[src/rtl/pmem_pkg.sv]
// pmem_pkg: shared types and sizes for the program-memory loader.
package pmem_pkg;
    localparam int PMEM_ADDR_W  = 8;
    localparam int PMEM_INSTR_W = 12;
    localparam int PMEM_DEPTH   = 256;
    typedef enum logic [2:0] {IDLE, S_CNT, S_LO, S_HI, S_CHK, DONE, ERR} pmem_state_t;
endpackage

[src/rtl/pmem_loader.sv]
// pmem_loader: fills program memory from a byte stream, releases the core on a good checksum.
module pmem_loader
    import pmem_pkg::*;
#(
    parameter int DATA_W  = 8,
    parameter int ADDR_W  = PMEM_ADDR_W,
    parameter int INSTR_W = PMEM_INSTR_W
) (
    input  logic               clk,
    input  logic               rst_n,
    input  logic               start,
    input  logic [DATA_W-1:0]  in_data,
    input  logic               in_valid,
    output logic               in_ready,
    output logic               LoadE,
    output logic [ADDR_W-1:0]  LoadAddr,
    output logic [INSTR_W-1:0] LoadInstruction,
    output logic               E,
    output logic               core_run,
    output logic               busy,
    output logic               done,
    output logic               error
);
    pmem_state_t        state, state_nx;
    logic [ADDR_W:0]    cnt, idx, idx_nx;
    logic [DATA_W-1:0]  lo, sum;
    logic               acc, can_start, match;
    always_comb begin
        state_nx  = state;
        in_ready  = state inside {S_CNT, S_LO, S_HI, S_CHK};
        acc       = in_valid && in_ready;
        can_start = start && (state inside {IDLE, DONE, ERR});
        idx_nx    = idx + (ADDR_W+1)'(1);
        match     = in_data == sum;
        case (state)
            IDLE, DONE, ERR: state_nx = can_start ? S_CNT : state;
            S_CNT:           state_nx = acc ? S_LO : state;
            S_LO:            state_nx = acc ? S_HI : state;
            S_HI:            state_nx = acc ? (idx_nx == cnt ? S_CHK : S_LO) : state;
            S_CHK:           state_nx = acc ? (match ? DONE : ERR) : state;
            default:         state_nx = IDLE;
        endcase
    end
    always_ff @(posedge clk) begin
        if (!rst_n) begin
            state           <= IDLE;
            LoadE           <= 1'b0;
            LoadAddr        <= '0;
            LoadInstruction <= '0;
            E               <= 1'b0;
            core_run        <= 1'b0;
            busy            <= 1'b0;
            done            <= 1'b0;
            error           <= 1'b0;
            cnt             <= '0;
            idx             <= '0;
            sum             <= '0;
            lo              <= '0;
        end else begin
            state <= state_nx;
            LoadE <= 1'b0;
            if (can_start) begin
                busy     <= 1'b1;
                done     <= 1'b0;
                error    <= 1'b0;
                core_run <= 1'b0;
                E        <= 1'b0;
                idx      <= '0;
                sum      <= '0;
            end
            if (acc && state != S_CHK)
                sum <= sum ^ in_data;
            // a zero count means a full memory, hence the extra count bit
            if (acc && state == S_CNT)
                cnt <= in_data == '0 ? {1'b1, {ADDR_W{1'b0}}} : (ADDR_W+1)'(in_data);
            if (acc && state == S_LO)
                lo <= in_data;
            if (acc && state == S_HI) begin
                LoadE           <= 1'b1;
                LoadAddr        <= idx[ADDR_W-1:0];
                LoadInstruction <= {in_data[INSTR_W-DATA_W-1:0], lo};
                idx             <= idx_nx;
            end
            if (acc && state == S_CHK) begin
                busy     <= 1'b0;
                done     <= match;
                error    <= !match;
                core_run <= match;
                E        <= match;
            end
        end
    end
endmodule
[config.mk]
export PLATFORM = sky130hd
export DESIGN_NAME = pmem_loader
export DESIGN_NICKNAME = d
export VERILOG_FILES = /design/src/rtl/pmem_pkg.sv /design/src/rtl/pmem_loader.sv
export SDC_FILE = /design/constraint.sdc
export NUM_CORES = 1
export LEC_CHECK = 0
export ABC_AREA = 1
export CORE_MARGIN = 2
export CORE_UTILIZATION = 58
export DETAILED_ROUTE_END_ITERATION = 8
export PLACE_DENSITY = 0.84
export SLEW_MARGIN = 10
export SYNTH_ARGS = -nofsm -noshare
export SYNTH_HDL_FRONTEND = slang
export SYNTH_SLANG_ARGS = --single-unit
[constraint.sdc]
create_clock -name clk -period 4.1 [get_ports clk]
set_input_delay 0.82 -clock clk [delete_from_list [all_inputs] [get_ports clk]]
set_output_delay 0.82 -clock clk [all_outputs]
set_load 0.02 [all_outputs]
### Word-level counts from Yosys, hierarchy flattened

Index checks and enable logic that the tools add are counted.

| storage, ports and cells | value |
|---|---|
| flip-flop bits (word level) | 61 |
| input port bits | 12 |
| output and inout port bits | 27 |
| logic and storage cells | 63 |

| operators by class | value |
|---|---|
| add/subtract/negate cells | 1 |
| equality and inequality tests | 14 |
| multiplexer cells | 17 |
| bitwise gates (word level) | 2 |
| reductions and logical operators | 18 |

Operator list:

| cell | count |
|---|---|
| 2-to-1 mux 9 bit | 3 |
| 2-to-1 mux 3 bit | 6 |
| 2-to-1 mux 8 bit | 2 |
| one-hot mux 3 bit (5 select lines) | 1 |
| != test 2 bit, second input constant | 5 |
| adder 9 x 1 -> 9 bit, second input constant | 1 |
| == test 3 bit, second input constant | 3 |
| == test 9 bit | 1 |
| == test 8 bit | 1 |
| zero test 8 bit | 1 |
| XOR 8 bit | 1 |
| logical AND 1 bit | 7 |
| == test 3 x 2 -> 1 bit, second input constant | 2 |
| nonzero test 2 bit | 3 |
| AND reduction 5 bit | 1 |
| 2-to-1 mux 1 bit | 4 |
| nonzero test 4 bit | 1 |
| == test 3 x 1 -> 1 bit, second input constant | 1 |
| zero test 3 bit | 1 |
| != test 3 bit, second input constant | 1 |
| nonzero test 3 bit | 1 |
| OR reduction 3 bit | 1 |
| 2-to-1 mux 2 bit | 1 |
| OR reduction 2 bit | 1 |
| other kinds (2) | 2 |

### Longest topological paths before layout

Gate-level depths: netlist (run 1).

| depth | value |
|---|---|
| depth after elaboration | 5 |
| mapped depth | 14 |
| mapped depth without buffers | 14 |

### Worst setup path before layout (run 1)

OpenSTA, ideal clock, no wires.

| path | value |
|---|---|
| path kind | register to output |
| start | register state[2] |
| end | output port in_ready |
| arrival time | 889 ps |
| data required time | 3280 ps |
| setup slack | 2391 ps |
| stages on the path, launching flop included | 5 |
| buffers on the path | 0 |
| cells stage by stage | dfxtp_1 > inv_1 > nor3_2 > nor2_1 > inv_1 |

| between the ends | value |
|---|---|
| cells in the longest elaborated chain, start to end | 2 |
| elaborated cells between the ends (all ways) | 5 |
| classes of those cells | eq/ne: 4; reduce/logical: 1 |

RTL lines:

| item | line | text |
|---|---|---|
| start, declared | pmem_loader.sv:24 | `pmem_state_t state, state_nx;` |
| start signal, assigned | pmem_loader.sv:60 | `state <= state_nx;` |
| == test 3 x 1 -> 1 bit (tied with other cells) | pmem_loader.sv:30 | `in_ready = state inside {S_CNT, S_LO, S_HI, S_CHK};` |
| nonzero test 4 bit * | pmem_loader.sv:30 |  |
| end, declared | pmem_loader.sv:14 | `output logic in_ready,` |

Mark *: on every way between the ends. The rest lies on a longest branch, timed or not.

### Worst setup path in the final report (run 1)

Ends and elaborated chain as after synthesis.

==> results of run 1 <==
## power by group through the flow
| stage | logic (µW) | registers, µW | clock network, µW |
|---|---|---|---|
| after floorplan | 199 | 691 | 0 |
| after global placement | 286 | 686 | 0 |
| after detailed placement | 293 | 689 | 0 |
| after CTS | 296 | 676 | 504 |
| after global routing | 330 | 681 | 534 |
| final | 298 | 677 | 502 |
## routing by layer
metal,GRT usage,part of all wire,vias to the layer above
met1,0.3403,0.45,1191
met3,0.06630,0.059,11
met5,0,0,-
li1,-,-,1300
met2,0.4192,0.48,84
met4,0.1132,0.017,0
## final cells by class
cell class,instances,area share
multi-input combinational,267,0.4011
inverter,34,0.03837
timing repair buffer,40,0.1189
tap,54,0.02032
clock buffer,10,0.03837
clock inverter,5,0.01580
sequential,61,0.3672
## synthesized netlist by cell type (all sizes together)
library cell   n  area share
o21a           1      0.0027
o21bai         1      0.0027
nand2         98        0.14
clkinv         1      0.0014
a31oi          2      0.0045
clkbuf         7      0.0095
or2            4      0.0091
a21oi         44       0.081
ha             1      0.0045
xnor2          5       0.016
buf            7       0.016
dfxtp         61        0.44
nor3           7       0.019
a211oi         2      0.0055
o32ai          1      0.0032
nor4           1      0.0023
nand3         25       0.047
nor2          40       0.067
nand4          3      0.0068
xor2           6       0.022
nand3b         1      0.0027
o21ai         24       0.045
a32o           1      0.0036
inv           33       0.045
## flip-flops by register name, summed over array words and instances (netlist names)
register,count
LoadInstruction,12
cnt,9
idx,9
LoadAddr,8
lo,8
sum,8
state,3
LoadE,1
busy,1
done,1
error,1
## through the flow
stage | instances | area, µm²
6_report | 471 | 3326
5_1_grt | 471 | 3326
4_1_cts | 471 | 3326
3_5_place_dp | 456 | 3146
3_3_place_gp | 456 | 3146
2_1_floorplan | 376 | 2754
## worst max-delay path, stage by stage, from the launching register on
cell             delay [ns]
dfxtp_1                0.48
inv_1                  0.11
nor3_2                 0.19
nor2_1                 0.11
inv_1                  0.06
clkdlybuf4s50_1        0.59
## cells by family after synthesis
group	after synthesis	synth area share
and+or+nand+nor	179	0.2935
AOI/OAI and AO/OA	76	0.1486
DFF	61	0.4434
buffers and inverters	48	0.07224
xor gates and xnor gates	11	0.03771
adders and majority gates	1	0.004543
## worst min-delay path by stage
stage | to | cells past startpoint
2_1_floorplan | LoadInstruction[0]$_SDFFE_PN0P_ | 2
3_3_place_gp | busy$_SDFFE_PP0P_ | 2
3_5_place_dp | busy$_SDFFE_PP0P_ | 2
4_1_cts | busy$_SDFFE_PP0P_ | 2
5_1_grt | LoadInstruction[2]$_SDFFE_PN0P_ | 2
6_report | busy$_SDFFE_PP0P_ | 2
==> impl_metrics.json, run 1 <==
{
  "holdWs_ns": 0.4564,
  "post-cts-setup-buffer-count": 0,
  "worstSkewPairLatency_ns": 0.34,
  "first_iter_violations": 241,
  "reg2reg_to": "state[2]$_SDFFE_PN0P_",
  "clk_pin_slew_ns": 0.07,
  "fill_cells": 394,
  "utilization": 0.7136,
  "end_kind": "primary output",
  "fin_ws_ns": 1.388,
  "reg2reg_depth": 6,
  "grt_max_degree": 33,
  "start_kind": "register",
  "worst_pin_slew_ns": 0.5917,
  "slew_headroom": 0.6051,
  "finalCriticalPeriod_ns": 2.712,
  "p_per_area_nw_per_um2": 444.0,
  "diodes": 0,
  "synth_cell_types": 36,
  "cp_data_arrival_time_ns": 1.89,
  "post_synth.cell_area_avg_um2": 7.324,
  "layout_common_cells": "nand2_1, dfxtp_1, a21oi_1, clkdlybuf4s50_1, nor2_1",
  "hold_class": "reg2reg",
  "initial_utilization": 0.5909,
  "fmax_mhz": 368.7,
  "syn_inst": 376,
  "cts_resized": 0,
  "cts.sinks": 61,
  "cts_inserted_buffers": 9,
  "yosysWarnings": 0,
  "syn_area_um2": 2754,
  "hold_viol_final": 0,
  "clockRootBuffer": "clkbuf_8",
  "fin_worst_skew_ns": 0.008067,
  "wl_per_cell_um": 13.34,
  "antenna_found_initial": 0,
  "tritoncts": "built",
  "chipHeight_um": 72.91,
  "syn_nets": 389,
  "peakVddDrop_v": 0.0002930,
  "hold_start": "busy$_SDFFE_PP0P_",
  "drv_cap": 0,
  "finalSetupViolCount": 0,
  "worstPathRequired_ns": 3.28,
  "multi_input_area_um2": 1334,
  "areaGrowthSynthToFinish_pct": 20.76,
  "combPwrFrac": 0.202,
  "r2r_setup_slack_ns": 2.23,
  "track_usage": 0.2636,
  "dpl_worst_slack_ns": 1.547,
  "dr.pass1.iters": 5,
  "final_layout_size_suffix_gt1_frac": 0.1031,
  "pwr-share-seq": 0.458,
  "overflow": 0,
  "layout.cells.most_common": "nand2_1",
  "die_w_um": 72.91,
  "cts_hold_buffers": 0,
  "dp_hpwl_mm": 4.285,
  "portBuffers": 38,
  "p_int_uw": 1023,
  "worstSetupPathType": "reg2out",
  "power_switching_uw": 453.7,
  "p_clk_frac": 0.340,
  "grt_pass1_vias": 2419,
  "ant_nets": 0,
  "crit_start": "state[2]$_SDFFE_PN0P_",
  "ff_latch_area_um2": 1221,
  "yosysSeqAreaShare": 0.4434,
  "path_max_fanout": 7,
  "ioPinCount": 39,
  "total_power_uw": 1476,
  "fin_tns_setup_ns": 0,
  "p_leak_uw": 0.001289,
  "nets": 426,
  "routed_wl_mm": 6.282,
  "htreeDepth": 3,
  "clk_path_buf_depth": 2,
  "via_count": 2586,
  "place.gp.congestion": 0.8418,
  "critPathCapture": "in_ready",
  "outcome": "completed",
  "coreArea_um2": 4661,
  "drc": 0,
  "rsz0062_at_grt": "false",
  "swShare": 0.3073,
  "grt_pass1_wl_mm": 10.77,
  "period_share": 0.6615,
  "avgViaCountPerCell": 5.490,
  "die_area_um2": 5315,
  "ys_ff_latch": 61,
  "slew_violations": 0,
  "r2r_start": "state[1]$_SDFFE_PN0P_",
  "std_cell_rows": 25
}
Power figures use the tool's default switching activity.
==> run 2, diff against run 1 <==
--- a/config.mk
+++ b/config.mk
@@ -7,9 +7,9 @@
 export LEC_CHECK = 0
 export ABC_AREA = 1
 export CORE_MARGIN = 2
-export CORE_UTILIZATION = 58
+export CORE_UTILIZATION = 49
 export DETAILED_ROUTE_END_ITERATION = 8
-export PLACE_DENSITY = 0.84
+export PLACE_DENSITY = 0.76
 export SLEW_MARGIN = 10
 export SYNTH_ARGS = -nofsm -noshare
 export SYNTH_HDL_FRONTEND = slang
==> constraint.sdc (replaced) <==
create_clock -name clk -period 2.4 [get_ports clk]
set_input_delay 0.48 -clock clk [delete_from_list [all_inputs] [get_ports clk]]
set_output_delay 0.48 -clock clk [all_outputs]
set_load 0.02 [all_outputs]
==> impl_metrics.json, run 2 (synthesis gave the netlist of run 1 again) <==
{
  "outcome": "completed",
  "period_share": 0.7970,
  "grt_max_degree": 33,
  "track_usage": 0.2285,
  "worstSkewPairLatency_ns": 0.34,
  "initial_utilization": 0.5032,
  "fin_worst_skew_ns": 0.008645,
  "final_layout_size_suffix_gt1_frac": 0.1119,
  "worstSetupPathType": "reg2out",
  "peakVddDrop_v": 0.0004743,
  "wl_per_cell_um": 13.32,
  "antenna_found_initial": 0,
  "chipHeight_um": 78.97,
  "tritoncts": "built",
  "r2r_start": "idx[1]$_SDFFE_PN0P_",
  "hold_class": "reg2reg",
  "cp_data_arrival_time_ns": 1.43,
  "finalCriticalPeriod_ns": 1.913,
  "total_power_uw": 2533,
  "crit_cells": 5,
  "rsz0062_at_grt": "false",
  "dr.pass1.iters": 5,
  "hold_path_end": "LoadInstruction[0]$_SDFFE_PN0P_",
  "nets": 430,
  "clk_path_buf_depth": 2,
  "p_leak_uw": 0.001322,
  "fin_tns_setup_ns": 0,
  "top_register": "LoadInstruction",
  "slew_headroom": 0.6572,
  "avgViaCountPerCell": 5.217,
  "cts_inserted_buffers": 9,
  "portBuffers": 38,
  "path_max_fanout": 5,
  "areaGrowthSynthToFinish_pct": 22.85,
  "hold_start": "lo[0]$_SDFFE_PN0P_",
  "worstPathRequired_ns": 1.92,
  "end_kind": "primary output",
  "path_delay_family": "flip-flops",
  "drv_cap": 0,
  "routed_wl_mm": 6.554,
  "grt_pass1_wl_mm": 11.03,
  "first_iter_violations": 283,
  "post-cts-setup-buffer-count": 0,
  "die_area_um2": 6235,
  "reg2reg_to": "state[1]$_SDFFE_PN0P_",
  "cp_common_cell": "nor2_1",
  "std_cell_rows": 27,
  "layout_common_cells": "nand2_1, dfxtp_1, a21oi_1, clkdlybuf4s50_1, nor2_1",
  "r2r_setup_slack_ns": 0.49,
  "slew_violations": 0,
  "cp_cell_sequence": "nor2_1, nor2_1, nor2_1, inv_1, dlymetal6s2s_1",
  "clk_pin_slew_ns": 0.06,
  "finalSetupViolCount": 0,
  "cts.sinks": 61,
  "worst-path-buf-inv": 2,
  "dp_hpwl_mm": 4.769,
  "htreeDepth": 3,
  "overflow": 0,
  "via_count": 2567,
  "hold_viol_final": 0,
  "grt_pass1_vias": 2302,
  "min_path_cells": 2,
  "ant_nets": 0,
  "largestRegisters": "LoadInstruction x12, cnt x9, idx x9",
  "coreArea_um2": 5473,
  "die_w_um": 78.97,
  "start_kind": "register",
  "reg2reg_depth": 14,
  "diodes": 0,
  "drc": 0,
  "slowest_stage": "dfxtp_1",
  "ioPinCount": 39,
  "critPathMaxStageDelay_ns": 0.43,
  "clockRootBuffer": "clkbuf_8",
  "fmax_mhz": 522.8,
  "layout.cells.most_common": "nand2_1",
  "p_per_area_nw_per_um2": 748.7,
  "place.gp.congestion": 0.9249,
  "worst_pin_slew_ns": 0.5134,
  "largest_reg_flops": 12
}
==> run 2: cell types whose count changed in the layout (fill, tap and decap cells not counted) <==
cell             change
clkdlybuf4s50_1      -1
dlymetal6s2s_1       +1
clkbuf_8             +1
clkbuf_1             +1
buf_4                +4
dfxtp_1              -2
clkinvlp_4           -1
clkinv_2             -2
dfxtp_2              +2
==> run 2: power by group <==
part | internal [µW] | total, µW | switching [µW]
Combinational | 188 | 516 | 328
Clock | 495 | 860 | 364
Sequential | 1100 | 1160 | 60.1
==> run 2: tightest hold or removal path: stages (launching register included) <==
cell and delay (ns):
dfxtp_1 0.31, nand2_1 0.06, a21oi_1 0.05
==> run 2: layer usage <==
| metal | track usage | vias to the layer above | routed length (µm) |
|---|---|---|---|
| met1 | 0.3068 | 1150 | 2930 |
| met5 | 0 | - | 0 |
| met2 | 0.3559 | 98 | 2998 |
| met3 | 0.05227 | 18 | 488 |
| met4 | 0.09138 | 0 | 137 |
| li1 | - | 1301 | - |
==> run 2: repair_timing <==
action                     CTS  global route
setup endpoints to repair    0             1
hold buffers                 0             0
gates resized for setup      0             3
==> run 2: layout make-up <==
class	count	area (µm²)
Clock buffer	12	145.1
Clock inverter	2	35.03
Fill cell	550	2090
Inverter	34	127.6
Multi-Input combinational cell	267	1334
Sequential cell	61	1224
Tap cell	72	90.09
Timing Repair Buffer	44	427.9
==> run 2: worst max-delay path by stage <==
stage                          startpoint                    end  slack [ns]
floorplan             idx[0]$_SDFFE_PN0P_  state[1]$_SDFFE_PN0P_        0.82
global placement                 in_valid    cnt[8]$_SDFFE_PN0P_        0.21
detailed placement               in_valid    cnt[8]$_SDFFE_PN0P_        0.25
CTS                 state[2]$_SDFFE_PN0P_               in_ready        0.06
global route          idx[1]$_SDFFE_PN0P_  state[1]$_SDFFE_PN0P_        0.33
finish              state[0]$_SDFFE_PN0P_               in_ready        0.49
==> run 2: per-stage QoR <==
step / cell area [µm²] / hold slack [ns] / instances / setup slack [ns] / utilization
after global placement: 3198 / 0.4495 / 478 / 0.2144 / 0.5844
final: 3383 / 0.4599 / 492 / 0.4873 / 0.6182
after detailed placement: 3198 / 0.4430 / 478 / 0.2533 / 0.5844
after floorplan: 2754 / 0.4369 / 376 / 0.8173 / -
after global routing: 3383 / 0.4770 / 492 / 0.3265 / 0.6182
after CTS: 3378 / 0.4626 / 492 / 0.06345 / 0.6173
==> run 3, diff against run 2 <==
--- a/config.mk
+++ b/config.mk
@@ -7,9 +7,9 @@
 export LEC_CHECK = 0
 export ABC_AREA = 1
 export CORE_MARGIN = 2
-export CORE_UTILIZATION = 49
+export CORE_UTILIZATION = 54
 export DETAILED_ROUTE_END_ITERATION = 8
-export PLACE_DENSITY = 0.76
+export PLACE_DENSITY = 0.79
 export SLEW_MARGIN = 10
 export SYNTH_ARGS = -nofsm -noshare
 export SYNTH_HDL_FRONTEND = slang
==> constraint.sdc (replaced) <==
create_clock -name clk -period 1.82 [get_ports clk]
set_input_delay 0.364 -clock clk [delete_from_list [all_inputs] [get_ports clk]]
set_output_delay 0.364 -clock clk [all_outputs]
set_load 0.02 [all_outputs]
==> impl_metrics.json, run 3 (synthesis gave the netlist of run 1 again) <==
{
  "ioPinCount": 39,
  "ant_nets": 0,
  "holdWs_ns": 0.4635,
  "cts_inserted_buffers": 9,
  "top_register": "LoadInstruction",
  "nets": 447,
  "antenna_found_initial": 0,
  "path_max_fanout": 4,
  "htreeDepth": 3,
  "dp.cells": 490,
  "cts.sinks": 61,
  "clockRootBuffer": "clkbuf_8",
  "cp_cell_sequence": "clkdlybuf4s50_1",
  "initial_utilization": 0.5717,
  "rsz0062_at_grt": "false",
  "final_layout_size_suffix_gt1_frac": 0.1686,
  "fmax_mhz": 577.8,
  "portBuffers": 38,
  "first_iter_violations": 285,
  "p_leak_uw": 0.001402,
  "grt_pass1_vias": 2430,
  "post-cts-setup-buffer-count": 0,
  "critPathMaxStageDelay_ns": 0.63,
  "finalCriticalPeriod_ns": 1.731,
  "power_switching_uw": 1099,
  "cts_hold_buffers": 0,
  "end_kind": "primary output",
  "std_cell_rows": 25,
  "slew_headroom": 0.7847,
  "largest_reg_flops": 12,
  "drv_cap": 0,
  "dr.pass1.iters": 6,
  "dp_hpwl_mm": 4.859,
  "die_area_um2": 5687,
  "die_w_um": 75.41,
  "largestRegisters": "LoadInstruction x12, cnt x9, idx x9",
  "diodes": 0,
  "fin_worst_skew_ns": 0.008527,
  "place.gp.congestion": 0.8874,
  "via_count": 2677,
  "clk_path_buf_depth": 2,
  "clk_pin_slew_ns": 0.08,
  "slew_violations": 0,
  "p_clk_frac": 0.350,
  "layout.cells.most_common": "nand2_1",
  "routed_wl_mm": 6.765,
  "track_usage": 0.2598,
  "areaGrowthSynthToFinish_pct": 28.85,
  "avgViaCountPerCell": 5.291,
  "grt_pass1_wl_mm": 11.18,
  "worst_pin_slew_ns": 0.3225,
  "coreArea_um2": 4817,
  "p_int_uw": 2361,
  "worst-path-buf-inv": 1,
  "hold_viol_final": 0,
  "period_share": 0.9509,
  "worstSetupPathType": "reg2out",
  "worstSkewPairLatency_ns": 0.34,
  "wl_per_cell_um": 13.37,
  "overflow": 0,
  "drc": 0,
  "swShare": 0.3176,
  "finalSetupViolCount": 0,
  "p_per_area_nw_per_um2": 975.3,
  "path_delay_family": "buffers and inverters",
  "final_cells": 506,
  "worstPathRequired_ns": 1.46,
  "tritoncts": "built",
  "slowest_stage": "clkdlybuf4s50_1",
  "pwr-share-seq": 0.441,
  "chipHeight_um": 75.41,
  "layout_common_cells": "nand2_1, dfxtp_1, a21oi_1, clkdlybuf4s50_1, nor2_1",
  "grt_max_degree": 27,
  "peakVddDrop_v": 0.0006170,
  "outcome": "completed",
  "combPwrFrac": 0.208,
  "start_kind": "register",
  "cp_data_arrival_time_ns": 1.37,
  "hold_class": "reg2reg"
}
[run 3: cell types whose count changed in the layout (fill, tap and decap cells not counted), sizes merged]
cell,change
buf,+17
clkbuf,-2
clkinv,+3
clkinvlp,+2
dlymetal6s2s,-1
[run 3: metal layers]
| metal | GRT usage | vias up | part of all wire |
|---|---|---|---|
| met5 | 0 | - | 0 |
| met4 | 0.09747 | 0 | 0.013 |
| met3 | 0.04497 | 12 | 0.058 |
| met2 | 0.4338 | 94 | 0.50 |
| met1 | 0.3375 | 1235 | 0.43 |
| li1 | - | 1336 | - |
[run 3: area by class of cell]
| type | instances | area (µm²) |
|---|---|---|
| tap | 67 | 83.83 |
| clock buffer | 9 | 123.9 |
| timing repair buffer | 61 | 560.5 |
| multi-input combinational | 267 | 1349 |
| fill | 404 | 1269 |
| clock inverter | 7 | 76.32 |
| sequential | 61 | 1227 |
| inverter | 34 | 127.6 |
[run 3: metrics by stage]
step	power, µW	area, µm²	setup TNS, ns	utilization	worst slack [ns]
floorplan	2006	2754	0	-	0.2373
global placement	2257	3332	-0.03602	0.6917	-0.03602
detailed placement	2271	3332	-0.07539	0.6917	-0.06435
CTS	3463	3532	0	0.7332	0.008286
global route	3623	3548	0	0.7366	0.002420
finish	3461	3548	0	0.7366	0.08937
[run 3: power by group through the flow]
stage | logic [µW] | registers, µW | clock network (µW)
2_1_floorplan | 449 | 1560 | 0
3_3_place_gp | 712 | 1540 | 0
3_5_place_dp | 720 | 1550 | 0
4_1_cts | 719 | 1520 | 1220
5_1_grt | 811 | 1540 | 1270
6_report | 721 | 1530 | 1210
[run 3: timing repair]
action	in CTS	in global routing
endpoints found under the setup margin	1	3
hold endpoints to repair	0	0
gates resized for setup	2	9
pin swaps	1	0
[run 3: path summary, 6_finish.rpt]
| kind | start | end | slack [ns] | cells after the start |
|---|---|---|---|---|
| hold / removal | lo[1]$_SDFFE_PN0P_ | LoadInstruction[1]$_SDFFE_PN0P_ | 0.46 | 2 |
| hold reg to reg | lo[1]$_SDFFE_PN0P_ | LoadInstruction[1]$_SDFFE_PN0P_ | 0.46 | 2 |
| setup reg to reg | idx[4]$_SDFFE_PN0P_ | state[1]$_SDFFE_PN0P_ | 0.13 | 11 |
| setup / recovery | done$_SDFFE_PN0P_ | core_run | 0.09 | 1 |
[run 3: worst min-delay path, stage by stage (launching register included)]
cell and delay [ns]:
dfxtp_1 0.31, nand2_1 0.06, a21oi_1 0.05
==> patch 1, RTL diff (flow settings as in run 3) <==
Set the parameter `DATA_W` to 6 (it was 8).
--- a/src/rtl/pmem_loader.sv
+++ b/src/rtl/pmem_loader.sv
@@ -3,5 +3,5 @@
     import pmem_pkg::*;
 #(
-    parameter int DATA_W  = 8,
+    parameter int DATA_W  = 6,
     parameter int ADDR_W  = PMEM_ADDR_W,
     parameter int INSTR_W = PMEM_INSTR_W
Ports: changed (resized in_data); port bits go from 39 to 37. No check against the original RTL was run, so the function may have changed too.
==> patch 1 against run 3 <==
Sequential power is 4% lower. Register-to-register slack better by 0.06 ns. Area after synthesis is 11% lower. Sequential cell count is 6 lower. Combinational power is 84% higher. Power is 4.4% higher. Clock skew is 0.0049 ns lower. Routed wire length is 15% lower. Via count is 11% lower. Sequential share of layout area is 0.88 points higher. Global-route usage is 2.7 points lower. Cell area is 12% lower. Worst setup slack better by 0.026 ns. Critical path type unchanged. Largest power group unchanged.
==> patch 1: results (changes against run 3) <==
GPL Wtd Cong=0.827 (was 0.887); WHS=0.478 ns (was 0.463 ns); mux cell area share after synthesis=0% (unchanged); vias in the first global route=2,173 (was 2,430); Seq/Total Area, Yosys=44.7% (was 44.3%); post-layout power=3.61 mW (was 3.46 mW); status=finished clean (unchanged); port bufs=36 (was 38); Placed Instance Area=2990 µm² (was 3330 µm²); syn_nets=352 (was 389); H-tree levels=2 (was 3); Fin Clk Skew=0.00365 ns (was 0.00853 ns); Post-synth ARST share=0% (unchanged); xor/xnor share of the synthesized area=3.20% (was 3.77%); DR iter-0 viols=201 (was 285); Final Net Count=403 (was 447); Tightest Pin Transition=0.503 ns (was 0.323 ns); worst path arrival time=1.34 ns (was 1.37 ns); R2R Setup Slk=0.19 ns (was 0.13 ns); commonest cells in the netlist=nand2_1 (64), dfxtp_1 (55), nor2_1 (52) (was nand2_1 (91), dfxtp_1 (61), a21oi_1 (43)); drt total wl=5.76 mm (was 6.77 mm); post-CTS setup buffers=0 (unchanged); largest registers=LoadInstruction x12, idx x9, LoadAddr x8 (was LoadInstruction x12, cnt x9, idx x9); number of antenna diodes=0 (unchanged); initial antenna violation count=0 (unchanged); CTS Buf Count=5 (was 9); Tot GR Track Use=23.3% (was 26.0%); CP Max Fanout=5 (was 4); Reg clk slew, reported paths=0.10 ns (was 0.08 ns); Yosys cell types=33 (was 36); Synth Area in Adders=0.508% (was 0.454%); P_leak=1.33 nW (was 1.40 nW); Hold Crit Class=reg2reg (unchanged); peak supply drop=0.638 mV (was 0.617 mV); complex-gate fraction of the synthesized area=15.9% (was 14.9%); via count=2,375 (was 2,677); Syn Area/Cell=7.22 µm² (was 7.32 µm²); Clock Root Buffer=clkbuf_8 (unchanged); clock tree buffer depth=2 (unchanged); Synth area leaders=dfxtp_1 (45%), nand2_1 (9.8%), nor2_1 (7.9%) (was dfxtp_1 (44%), nand2_1 (12%), a21oi_1 (7.8%)); DP HPWL=4.12 mm (was 4.86 mm); clk_lat worst skew=0.31 ns (was 0.34 ns); YS warnings=0 (unchanged); layout cells sized above 1=14.2% (was 16.9%); first-pass GRT wire length=9.53 mm (was 11.2 mm); First-pass DRT Iterations=7 (was 6); pin count of the biggest net entering global routing=35 (was 27)
-- patch 1: power by group --
group	leakage, nW	total (mW)	internal [mW]	switching, mW
clock	0.0581	0.815	0.410	0.405
sequential	0.446	1.47	1.37	0.102
combinational	0.823	1.33	0.519	0.807
total	1.33	3.61	2.30	1.31
-- patch 1: per-layer routing --
metal | share of wire [%] | vias to the layer above | GRT usage (%)
met5 | 0 | - | 0
met1 | 46 | 1103 | 30.9
li1 | - | 1205 | -
met3 | 3.5 | 12 | 3.38
met2 | 48 | 55 | 37.0
met4 | 2.1 | 0 | 11.9
-- patch 1: final timing paths --
kind,from,to,cells past startpoint
min reg2reg,sum[4],sum[4],2
min,sum[4],sum[4],2
max,state[1],in_ready,5
max reg2reg,idx[1],state[1],12
-- patch 1: timing repair --
item / CTS / global route
hold endpoints to repair: 0 / 0
setup endpoints to repair: 1 / 3
resized for setup: 3 / 4
-- patch 1: through the flow --
stage               setup slack, ns  std cells
finish                        0.116        445
global route                 0.0153        445
CTS                         0.00781        445
detailed placement          0.00135        437
global placement             0.0288        437
floorplan                     0.297        341
-- patch 1: final cells by class --
| cell class | count | area [µm²] |
|---|---|---|
| Clock buffer | 5 | 68.8 |
| Clock inverter | 3 | 43.8 |
| Fill cell | 360 | 1280 |
| Inverter | 34 | 129 |
| Multi-Input combinational cell | 240 | 1180 |
| Sequential cell | 55 | 1100 |
| Tap cell | 52 | 65.1 |
| Timing Repair Buffer | 56 | 518 |
-- patch 1: cells by family (layout without fill, tap and decap cells) --
logic type,count (synthesis),in the layout
buf+inv,46,98
compound gates,72,72
simple gates,158,158
xor+xnor,9,9
flops,55,55
fa+ha+maj,1,1
-- patch 1: critical path, stage by stage, from the launching register on --
cell,delay (ns)
dfxtp_1,0.36
or2_4,0.29
nor2_4,0.10
nor2_2,0.04
nand2_2,0.07
buf_2,0.17
==> patch 2, RTL diff (settings of run 3) <==
Without the edit above. Reset style: asynchronous (`rst_n`), changed in one clocked block.
--- a/src/rtl/pmem_loader.sv
+++ b/src/rtl/pmem_loader.sv
@@ -42,5 +42,5 @@
         endcase
     end
-    always_ff @(posedge clk) begin
+    always_ff @(posedge clk or negedge rst_n) begin
         if (!rst_n) begin
             state           <= IDLE;
Check against the original RTL: differs if rst_n is asserted again (counterexample within 4 cycles, from zero or initial values and one cycle with rst_n low); with rst_n held inactive, the same outputs for 10 cycles.
==> patch 2 against run 3 <==
Global-route usage fell by 2.2 points. Via count decreased by 7.7%. Largest cell class is now sequential cells. Worst setup slack worse by 0.0053 ns. Count of clock-buffer cells in the layout did not move. Routed wire length fell by 6.0%. Die area is 2.3% higher. Cell area is 3.6% higher. Area after synthesis rose by 2.4%. Sequential cell count stayed put.
Power is not compared: it rests on default switching activity, and its combinational part moved more than twofold at a synthesized area within 25%.
==> patch 2: results (changes against run 3) <==
status=finished clean (unchanged); GPL Wtd Cong=0.856 (was 0.887); post-CTS resize count=5 (was 2); WL met1=2.81 mm (was 2.94 mm); crit path to=LoadInstruction[9] (was core_run); Tightest Pin Transition=0.346 ns (was 0.323 ns); reg-to-reg critical path startpoint=state[1] (was idx[4]); Placed Instance Area=3410 µm² (was 3330 µm²); top_reg_cell synth=dfrtp_1 (was dfxtp_1); WHS=0.0198 ns (was 0.463 ns); DR iter-0 viols=164 (was 285); pin count of the biggest net entering global routing=62 (was 27); global routing usage on met3=4.62% (was 4.50%); commonest cells in the netlist=nand2_1 (111), dfrtp_1 (61), o21ai_0 (39) (was nand2_1 (91), dfxtp_1 (61), a21oi_1 (43)); met2 Usage GRT=38.9% (was 43.4%); Yosys cell types=28 (was 36); RR Endpoint=LoadAddr[0] (was state[1]); Final Instance Count excl. Fillers=472 (was 506); syn_nets=352 (was 389); register area=1530 µm² (was 1230 µm²); vias per inst=5.23 (was 5.29); Final Net Count=410 (was 447); first-pass GRT wire length=11.0 mm (was 11.2 mm); Synth area leaders=dfrtp_1 (54%), nand2_1 (15%), o21ai_0 (6.9%) (was dfxtp_1 (44%), nand2_1 (12%), a21oi_1 (7.8%)); post-CTS setup buffers=0 (unchanged); Tot GR Track Use=23.8% (was 26.0%); CTS Buf Count=9 (unchanged); DP HPWL=4.46 mm (was 4.86 mm); pre-CTS setup slack=-0.0566 ns (was -0.0644 ns); vias in the first global route=2,426 (was 2,430); Fin Clk Skew=0.0106 ns (was 0.00853 ns); CP Launch Point=LoadInstruction[9] (was done); grt met1 use=30.3% (was 33.7%); DP Cell Count=456 (was 490); met2 routed WL=3.18 mm (was 3.35 mm); Post-synth ARST share=100% (was 0%); number of fill cells=410 (was 404); Hold Crit Class=in2async (was reg2reg); First-pass DRT Iterations=4 (was 6); peak supply drop=slightly above 0.9 mV; R2R Setup Slk=0.15 ns (was 0.13 ns); worst r2r path cells=6 (was 11); Seq/Total Area, Yosys=54.1% (was 44.3%); CP Max Fanout=2 (was 4); Routed met3 length=263 µm (was 393 µm); worst setup margin=0.0841 ns (was 0.0894 ns); Syn Area/Cell=8.32 µm² (was 7.32 µm²)
[patch 2: cell types whose count changed in the layout (fill, tap and decap cells not counted), moves of 5 or more]
cell,change
dfrtp_1,+60
dfxtp_1,-56
a21oi_1,-39
nor2_1,-22
nand2_1,+18
o21ai_0,+16
dfxtp_2,-5
nand2_2,-5
o22ai_1,+5
[patch 2: power by group]
part           total, mW  switching [mW]  internal (mW)
clock network       1.35           0.577          0.777
registers           2.18           0.336           1.84
logic               2.21            1.23          0.983
[patch 2: layout make-up]
type / count / share of cell area (%)
clock inverters: 7 / 2.72
inverters: 35 / 3.68
multi-input cells: 230 / 31.0
repair buffers: 60 / 15.2
clock buffers: 9 / 3.37
flip-flops and latches: 61 / 41.6
well taps: 70 / 2.38
[patch 2: cell families after synthesis]
group | count (synthesis) | synth area share, %
AND/OR/NAND/NOR | 162 | 24.1
flip-flops | 61 | 54.1
buffers and inverters | 48 | 7.01
XOR/XNOR | 12 | 3.73
AO/OA/AOI/OAI | 55 | 10.6
adder cells (fa/ha/maj) | 1 | 0.444
